$ cat config.mk
export PLATFORM = sky130hd
export DESIGN_NAME = ram_cmd_rx
export DESIGN_NICKNAME = d
export VERILOG_FILES = /design/src/rtl/ram_pkg.sv /design/src/rtl/uart_rx_byte.sv /design/src/rtl/ram_cmd_rx.sv
export SDC_FILE = /design/constraint.sdc
export NUM_CORES = 1
export LEC_CHECK = 0
export CAP_MARGIN = 20
export CORE_ASPECT_RATIO = 1.5
export CORE_MARGIN = 1
export CORE_UTILIZATION = 49
export DETAILED_ROUTE_END_ITERATION = 16
export PLACE_DENSITY = 0.77
export SYNTH_ARGS = -nofsm -noshare
export SYNTH_HDL_FRONTEND = slang
export SYNTH_SLANG_ARGS = --single-unit
$ cat constraint.sdc
create_clock -name clk -period 1.8 [get_ports clk]
set_clock_uncertainty 0.2 [all_clocks]
set_input_delay 0.36 -clock clk [delete_from_list [all_inputs] [get_ports clk]]
set_output_delay 0.36 -clock clk [all_outputs]
set_load 0.01 [all_outputs]
$ cat src/rtl/ram_pkg.sv
// Shared types and helpers for the RAM block and its UART command front end.
// Receiver/parser state encodings, opcode layout and baud divider math.
package ram_pkg;

  localparam int OP_WE_BIT = 7;

  typedef enum logic [2:0] {
    RX_IDLE,
    RX_START,
    RX_DATA,
    RX_STOP,
    RX_WAIT_HI
  } rx_state_e;

  typedef enum logic [1:0] {
    P_OPC,
    P_DAT,
    P_HOLD
  } cmd_state_e;

  function automatic int calc_div(input int clk_hz, input int baud);
    return clk_hz / baud;
  endfunction

  // Opcode bits between the address field and the write flag.
  function automatic logic [7:0] rsvd_mask(input int aw);
    logic [7:0] m;
    m = 8'h7f;
    for (int i = 0; i < 8; i++) begin
      if (i < aw) m[i] = 1'b0;
    end
    return m;
  endfunction

endpackage

$ cat src/rtl/uart_rx_byte.sv
// 8N1 byte receiver: 2-FF synchroniser, bit FSM and baud counter.
// Emits a one-cycle byte_vld with the byte, or a frame_err pulse.
module uart_rx_byte
  import ram_pkg::*;
#(
  parameter int CLK_HZ = 50_000_000,
  parameter int BAUD   = 115200
) (
  input  logic       clk,
  input  logic       rst,
  input  logic       rx,
  output logic       byte_vld,
  output logic [7:0] byte_data,
  output logic       frame_err
);

  localparam int DIV = calc_div(CLK_HZ, BAUD);
  localparam int CW  = $clog2(DIV);
  localparam logic [CW-1:0] HALF = CW'(DIV / 2 - 1);
  localparam logic [CW-1:0] LAST = CW'(DIV - 1);

  logic [1:0]    sync;
  logic          rxs;
  rx_state_e     st, st_d;
  logic [CW-1:0] cnt, cnt_d;
  logic [2:0]    bitn, bit_d;
  logic [7:0]    sh, sh_d;
  logic          vld_d, ferr_d;

  assign rxs = sync[1];
  assign byte_data = sh;

  always_ff @(posedge clk) begin
    if (rst) begin
      sync      <= 2'b11;
      st        <= RX_IDLE;
      cnt       <= '0;
      bitn      <= '0;
      sh        <= '0;
      byte_vld  <= 1'b0;
      frame_err <= 1'b0;
    end else begin
      sync      <= {sync[0], rx};
      st        <= st_d;
      cnt       <= cnt_d;
      bitn      <= bit_d;
      sh        <= sh_d;
      byte_vld  <= vld_d;
      frame_err <= ferr_d;
    end
  end

  always_comb begin
    st_d   = st;
    cnt_d  = cnt + 1'b1;
    bit_d  = bitn;
    sh_d   = sh;
    vld_d  = 1'b0;
    ferr_d = 1'b0;
    unique case (st)
      RX_IDLE: begin
        cnt_d = '0;
        if (!rxs) st_d = RX_START;
      end
      RX_START: begin
        if (cnt == HALF) begin
          cnt_d = '0;
          bit_d = '0;
          st_d  = rxs ? RX_IDLE : RX_DATA;
        end
      end
      RX_DATA: begin
        if (cnt == LAST) begin
          cnt_d = '0;
          sh_d  = {rxs, sh[7:1]};
          bit_d = bitn + 1'b1;
          if (bitn == 3'd7) st_d = RX_STOP;
        end
      end
      RX_STOP: begin
        if (cnt == LAST) begin
          cnt_d = '0;
          if (rxs) begin
            vld_d = 1'b1;
            st_d  = RX_IDLE;
          end else begin
            ferr_d = 1'b1;
            st_d   = RX_WAIT_HI;
          end
        end
      end
      RX_WAIT_HI: begin
        cnt_d = '0;
        if (rxs) st_d = RX_IDLE;
      end
      default: st_d = RX_IDLE;
    endcase
  end

endmodule

$ cat src/rtl/ram_cmd_rx.sv
// UART command receiver: parses opcode/data bytes into RAM requests.
// Presents one read or write at a time on a valid/ready port.
module ram_cmd_rx
  import ram_pkg::*;
#(
  parameter int CLK_HZ = 50_000_000,
  parameter int BAUD   = 115200,
  parameter int ADDR_W = 4
) (
  input  logic              clk,
  input  logic              rst,
  input  logic              rx,
  output logic              req_valid,
  output logic              req_we,
  output logic [ADDR_W-1:0] req_addr,
  output logic [7:0]        req_data,
  input  logic              req_ready,
  output logic              frame_err,
  output logic              cmd_err,
  output logic              overrun
);

  localparam logic [7:0] RSVD = rsvd_mask(ADDR_W);

  logic        byte_vld;
  logic [7:0]  byte_data;
  cmd_state_e  ps, ps_d;
  logic              we_d;
  logic [ADDR_W-1:0] addr_d;
  logic [7:0]        data_d;
  logic        cerr_d, ovr_d;
  logic        xfer, take_opc;

  uart_rx_byte #(
    .CLK_HZ(CLK_HZ),
    .BAUD  (BAUD)
  ) u_rx (
    .clk      (clk),
    .rst      (rst),
    .rx       (rx),
    .byte_vld (byte_vld),
    .byte_data(byte_data),
    .frame_err(frame_err)
  );

  assign req_valid = (ps == P_HOLD);
  assign xfer      = req_valid && req_ready;
  // A byte landing in the transfer cycle starts the next command.
  assign take_opc  = byte_vld && ((ps == P_OPC) || xfer);

  always_ff @(posedge clk) begin
    if (rst) begin
      ps       <= P_OPC;
      req_we   <= 1'b0;
      req_addr <= '0;
      req_data <= '0;
      cmd_err  <= 1'b0;
      overrun  <= 1'b0;
    end else begin
      ps       <= ps_d;
      req_we   <= we_d;
      req_addr <= addr_d;
      req_data <= data_d;
      cmd_err  <= cerr_d;
      overrun  <= ovr_d;
    end
  end

  always_comb begin
    ps_d   = ps;
    we_d   = req_we;
    addr_d = req_addr;
    data_d = req_data;
    cerr_d = 1'b0;
    ovr_d  = 1'b0;
    if (xfer) ps_d = P_OPC;
    if (req_valid && !req_ready && byte_vld) ovr_d = 1'b1;
    if (ps == P_DAT) begin
      if (frame_err) begin
        ps_d = P_OPC;
      end else if (byte_vld) begin
        data_d = byte_data;
        ps_d   = P_HOLD;
      end
    end
    if (take_opc) begin
      if (|(byte_data & RSVD)) begin
        cerr_d = 1'b1;
      end else begin
        we_d   = byte_data[OP_WE_BIT];
        addr_d = byte_data[ADDR_W-1:0];
        data_d = '0;
        ps_d   = byte_data[OP_WE_BIT] ? P_DAT : P_HOLD;
      end
    end
  end

endmodule

# Word level (Yosys, flattened, before mapping)
# Index checks and enable logic that the tools add are counted.
[op_classes]
n_mux = 31
n_reduce_logical = 18
add_sub_neg = 2
bitwise_logic = 4
n_eq_ne = 15
[ops]
columns = ["op", "n"]
rows = [
  ["2-to-1 mux 8 bit", 5],
  ["2-to-1 mux 3 bit", 9],
  ["case mux 9 bit (3 select lines)", 1],
  ["2-to-1 mux 9 bit", 2],
  ["2-to-1 mux 2 bit", 8],
  ["case mux 3 bit (5 select lines)", 1],
  ["!= test 2 x 1 -> 1 bit, second input constant", 5],
  ["adder 9 x 1 -> 9 bit, second input constant", 1],
  ["equality test 9 x 8 -> 1 bit, second input constant", 1],
  ["equality test 9 bit, second input constant", 1],
  ["equality test 3 x 2 -> 1 bit, second input constant", 2],
  ["equality test 3 bit, second input constant", 2],
  ["case mux 3 bit (2 select lines)", 1],
  ["AND reduction 6 bit", 1],
  ["OR reduction 2 bit", 3],
  ["OR reduction 3 bit", 2],
  ["logical AND 1 bit", 4],
  ["2-to-1 mux 1 bit", 4],
  ["NOT 1 bit", 4],
  ["AND reduction 2 bit", 2],
  ["adder 3 x 1 -> 3 bit, second input constant", 1],
  ["equality test 3 x 1 -> 1 bit, second input constant", 1],
  ["zero test 3 bit", 1],
  ["AND reduction 3 bit", 1],
  ["other kinds (7)", 7],
]
[totals]
regBits = 44
inputBits = 4
word_cells = 83

# Longest topological paths before layout
[logic_depth]
ltp_word = 8
depth_mapped = 7
ltp_nobuf = 6

# Cells and area by module
# From an unflattened synthesis, not the netlist that was laid out.
[hier_totals]
cells_unflattened = 201
hier_area_um2 = 1941.9
[by_module_without_submodules]
columns = ["module", "seq_area_each_um2", "area_per_inst_um2", "n_inst", "cells_per_inst"]
rows = [
  ["uart_rx_byte", 540.5, 1236.2, 1, 128],
  ["ram_cmd_rx", 340.3, 705.7, 1, 73],
]

# Least setup slack after synthesis
# No wires, ideal clock.
[synth_path]
path_type = "register -> register"
startpoint = "register u_rx.cnt[0]"
endpoint = "register u_rx.bitn[1]"
path_stages_with_launch = 7
t_required_ns = 1.466
setup_time_ns = 0.134
arrival_time_ns = 1.413
path_slack_ns = 0.054
cell_sequence = "dfxtp_1 > ha_1 > nand4bb_1 > or4_4 > buf_6 > nand3_1 > a21oi_1"
[synth_between]
elab_chain_cells = 3
word_cells_on_any_way = 5
cone_classes = "4 x eq/ne; 1 x reduce/logical"
[synth_lines]
columns = ["element", "line", "rtl"]
rows = [
  ["from (decl)", "uart_rx_byte.sv:25", "logic [CW-1:0] cnt, cnt_d;"],
  ["from (signal assigned)", "uart_rx_byte.sv:45", "cnt <= cnt_d;"],
  ["equality test 9 bit / equality test 9 x 8 -> 1 bit (equally long branches)", "uart_rx_byte.sv:73, uart_rx_byte.sv:66", ""],
  ["!= test 2 x 1 -> 1 bit (no source line)", "n/a", ""],
  ["AND reduction 3 bit (no source line) *", "n/a", ""],
  ["to (signal assigned)", "uart_rx_byte.sv:46", "bitn <= bit_d;"],
  ["to (decl)", "uart_rx_byte.sv:26", "logic [2:0] bitn, bit_d;"],
]
# Mark *: on every way between the ends. The rest lies on a longest branch, timed or not.
# A chain may end at the register's enable or synchronous reset.

# Worst setup path in the final report
[layout_path]
startpoint = "register u_rx.cnt[1]"
endpoint = "register u_rx.bitn[2]"
# The elaborated chain is that of the path after synthesis.

==> results.cfg <==
[status]
status = completed

[timing]
worst-slew-pin-transition_ps = 339
min_period_over_period_pct = 97.7
fmax_ghz = 0.569
final-hold-violation-count = 0
rsz0062_at_grt = true
finalCriticalPeriod_ps = 1760
worst_slack_ps = 42.1
whs_ps = 217
slew_violations = 0
setup_viol = 0
slew_headroom_pct = 77.4

[global_route]
grt_pass1_wl_um = 6560
grt_usage_pct = 22.5
grt_pass1_vias = 1492
antenna_found_initial = 0
grt_max_degree = 19
grt_overflow = 0

[yosys]
synth_flop_cell = dfxtp_1
synth_cells = 196
yosysUniqueCellTypes = 37
netlist_area_um2 = 1800
synth_edf_count = 0
synth_most_common_cell = dfxtp_1
synth-seq-cells = 44
syn-num-nets = 205
syn_avg_cell_area_um2 = 9.21
yosys-top-cells-area = dfxtp_1 49%, mux2i_1 6.7%, nor2_1 5.6%
yosysWarningCount = 0
yosysSeqAreaShare_pct = 48.8
synth_top_area_cell = dfxtp_1
synthArstFlopShare_pct = 0
yosys-top-cells-count = 44 x dfxtp_1, 27 x nor2_1, 24 x nand2_1
yosysTopAreaCellShare_pct = 48.8

[critical_path]
path_max_fanout = 6
start_kind = flop
endpoint_kind = flop
worstSetupPathType = reg -> reg
required_ps = 1790
worstPathArrival_ps = 1750

[detailed_routing]
drt_first_pass_iters = 7
drc = 0
first_iter_violations = 24
vias_per_cell = 5.39
num_vias = 1503
wl_per_cell_um = 14.5
drt-total-wl_um = 4040
ant_nets = 0

[power_and_ir_drop]
leakage_nw = 0.942
power_density_nw_per_um2 = 858
ir_worst_vdd_mv = 0.636

[finish]
drive_gt1_share_pct = 19.8
stdcell_area_um2 = 2410
syn_to_final_growth_pct = 33.4
diodes = 0
nets = 245
fillers = 276

[placement]
preCtsSetupSlack_ps = -93.6
io_buffers = 20
dpl.hpwl_um = 2620
gp_congestion = 0.815
place_area_um2 = 2160

[floorplanning]
die_h_um = 76.3
coreArea_um2 = 3450
die_area_um2 = 3930
ios = 21
start_util_pct = 52.3
die_w_um = 51.5
row_count = 26

[clocking]
clk_latency_ps = 300
path_clk_slew_ps = 80
ctsRootBufferMaster = clkbuf_8
cts_inserted_buffers = 5
cts.sinks = 44
cts_tree = yes
clockBufferDepth = 2
htree_levels = 2

[worst_hold_path]
hold_path.class = reg -> reg

[flow_run]
maxCapViolations = 0
==> worst max-delay path, stage by stage, from the launching register on <==
cell,delay (ps)
dfxtp_2,330
inv_2,70
ha_4,140
nand4bb_4,160
or4_4,560
nand3_1,120
a21oi_1,70
==> sequential cells by signal, summed over array words and instances (netlist names), 2 cells and up <==
signal,flops
ps,2
req_data,8
u_rx.cnt,9
req_addr,4
u_rx.bitn,3
u_rx.byte_data,8
u_rx.st,3
u_rx.sync,2
==> report_power, final <==
group / switching (mW) / internal (mW)
Sequential: 0.00602 / 0.976
Clock: 0.340 / 0.694
Combinational: 0.0237 / 0.0249
==> metal layers <==
| layer | vias to the layer above | global-route usage, % | wire length [µm] |
|---|---|---|---|
| li1 | 749 | - | - |
| met4 | 0 | 9.73 | 92 |
| met3 | 10 | 5.39 | 123 |
| met5 | - | 0 | 0 |
| met2 | 33 | 41.8 | 2260 |
| met1 | 711 | 22.3 | 1560 |
==> per-stage QoR <==
stage | utilization, % | cells | total power, mW | setup TNS, ps
after floorplan | - | 196 | 1.03 | 0
after global placement | 62.6 | 267 | 1.05 | -57.0
after detailed placement | 62.6 | 267 | 1.05 | -287
after CTS | 67.4 | 276 | 2.07 | 0
after global routing | 69.8 | 279 | 2.13 | -63.4
final | 69.8 | 279 | 2.07 | 0
==> area by class of cell <==
cell class,count,area [µm²],share of cell area (%)
Clock inverter,3,90.1,3.74
Sequential cell,44,887,36.9
Clock buffer,5,68.8,2.86
Tap cell,42,52.6,2.18
Inverter,7,26.3,1.09
Multi-Input combinational cell,139,917,38.1
Timing Repair Buffer,39,364,15.1
==> final timing paths <==
check               startpoint            to  slack (ps)  cells after the start
setup / recovery   u_rx.cnt[1]  u_rx.bitn[2]          40                      6
hold reg to reg   u_rx.sync[0]  u_rx.sync[1]         220                      1
hold / removal    u_rx.sync[0]  u_rx.sync[1]         220                      1
setup reg to reg   u_rx.cnt[1]  u_rx.bitn[2]          40                      6
==> what timing repair did <==
| item | 4_1_cts | 5_1_grt |
|---|---|---|
| endpoints found under the hold margin | 0 | 0 |
| gates cloned | 0 | 1 |
| hold buffers | 0 | 0 |
| buffers inserted | 1 | 2 |
| setup endpoints to repair | 6 | 16 |
| gates resized for setup | 1 | 16 |
| pin swaps | 1 | 2 |
==> cell families after synthesis <==
family / share of synthesized area [%]
DFF: 48.8
AOI/OAI and AO/OA: 6.17
xor gates and xnor gates: 3.40
muxes: 7.91
adders and majority gates: 3.47
buffers and inverters: 3.54
and+or+nand+nor: 26.7
==> cell usage in the layout, fill, tap and decap left out, drive strengths merged, types with 2 or more instances in the layout <==
master,Yosys,layout
clkbuf,3,5
mux2i,12,12
o21ai,2,2
a21oi,15,15
dlymetal6s2s,0,4
xor2,3,3
or2,3,3
and4b,2,2
nand4,3,3
ha,5,5
bufinv,0,3
xnor2,4,4
nor2,27,27
nor2b,3,3
buf,4,19
or4,1,2
nand2,24,24
inv,7,7
nand2b,5,5
nor3,7,7
nand4b,2,2
clkdlybuf4s50,0,15
dfxtp,44,44
nand3,6,6
No activity file was read; power rests on OpenSTA's default activity.
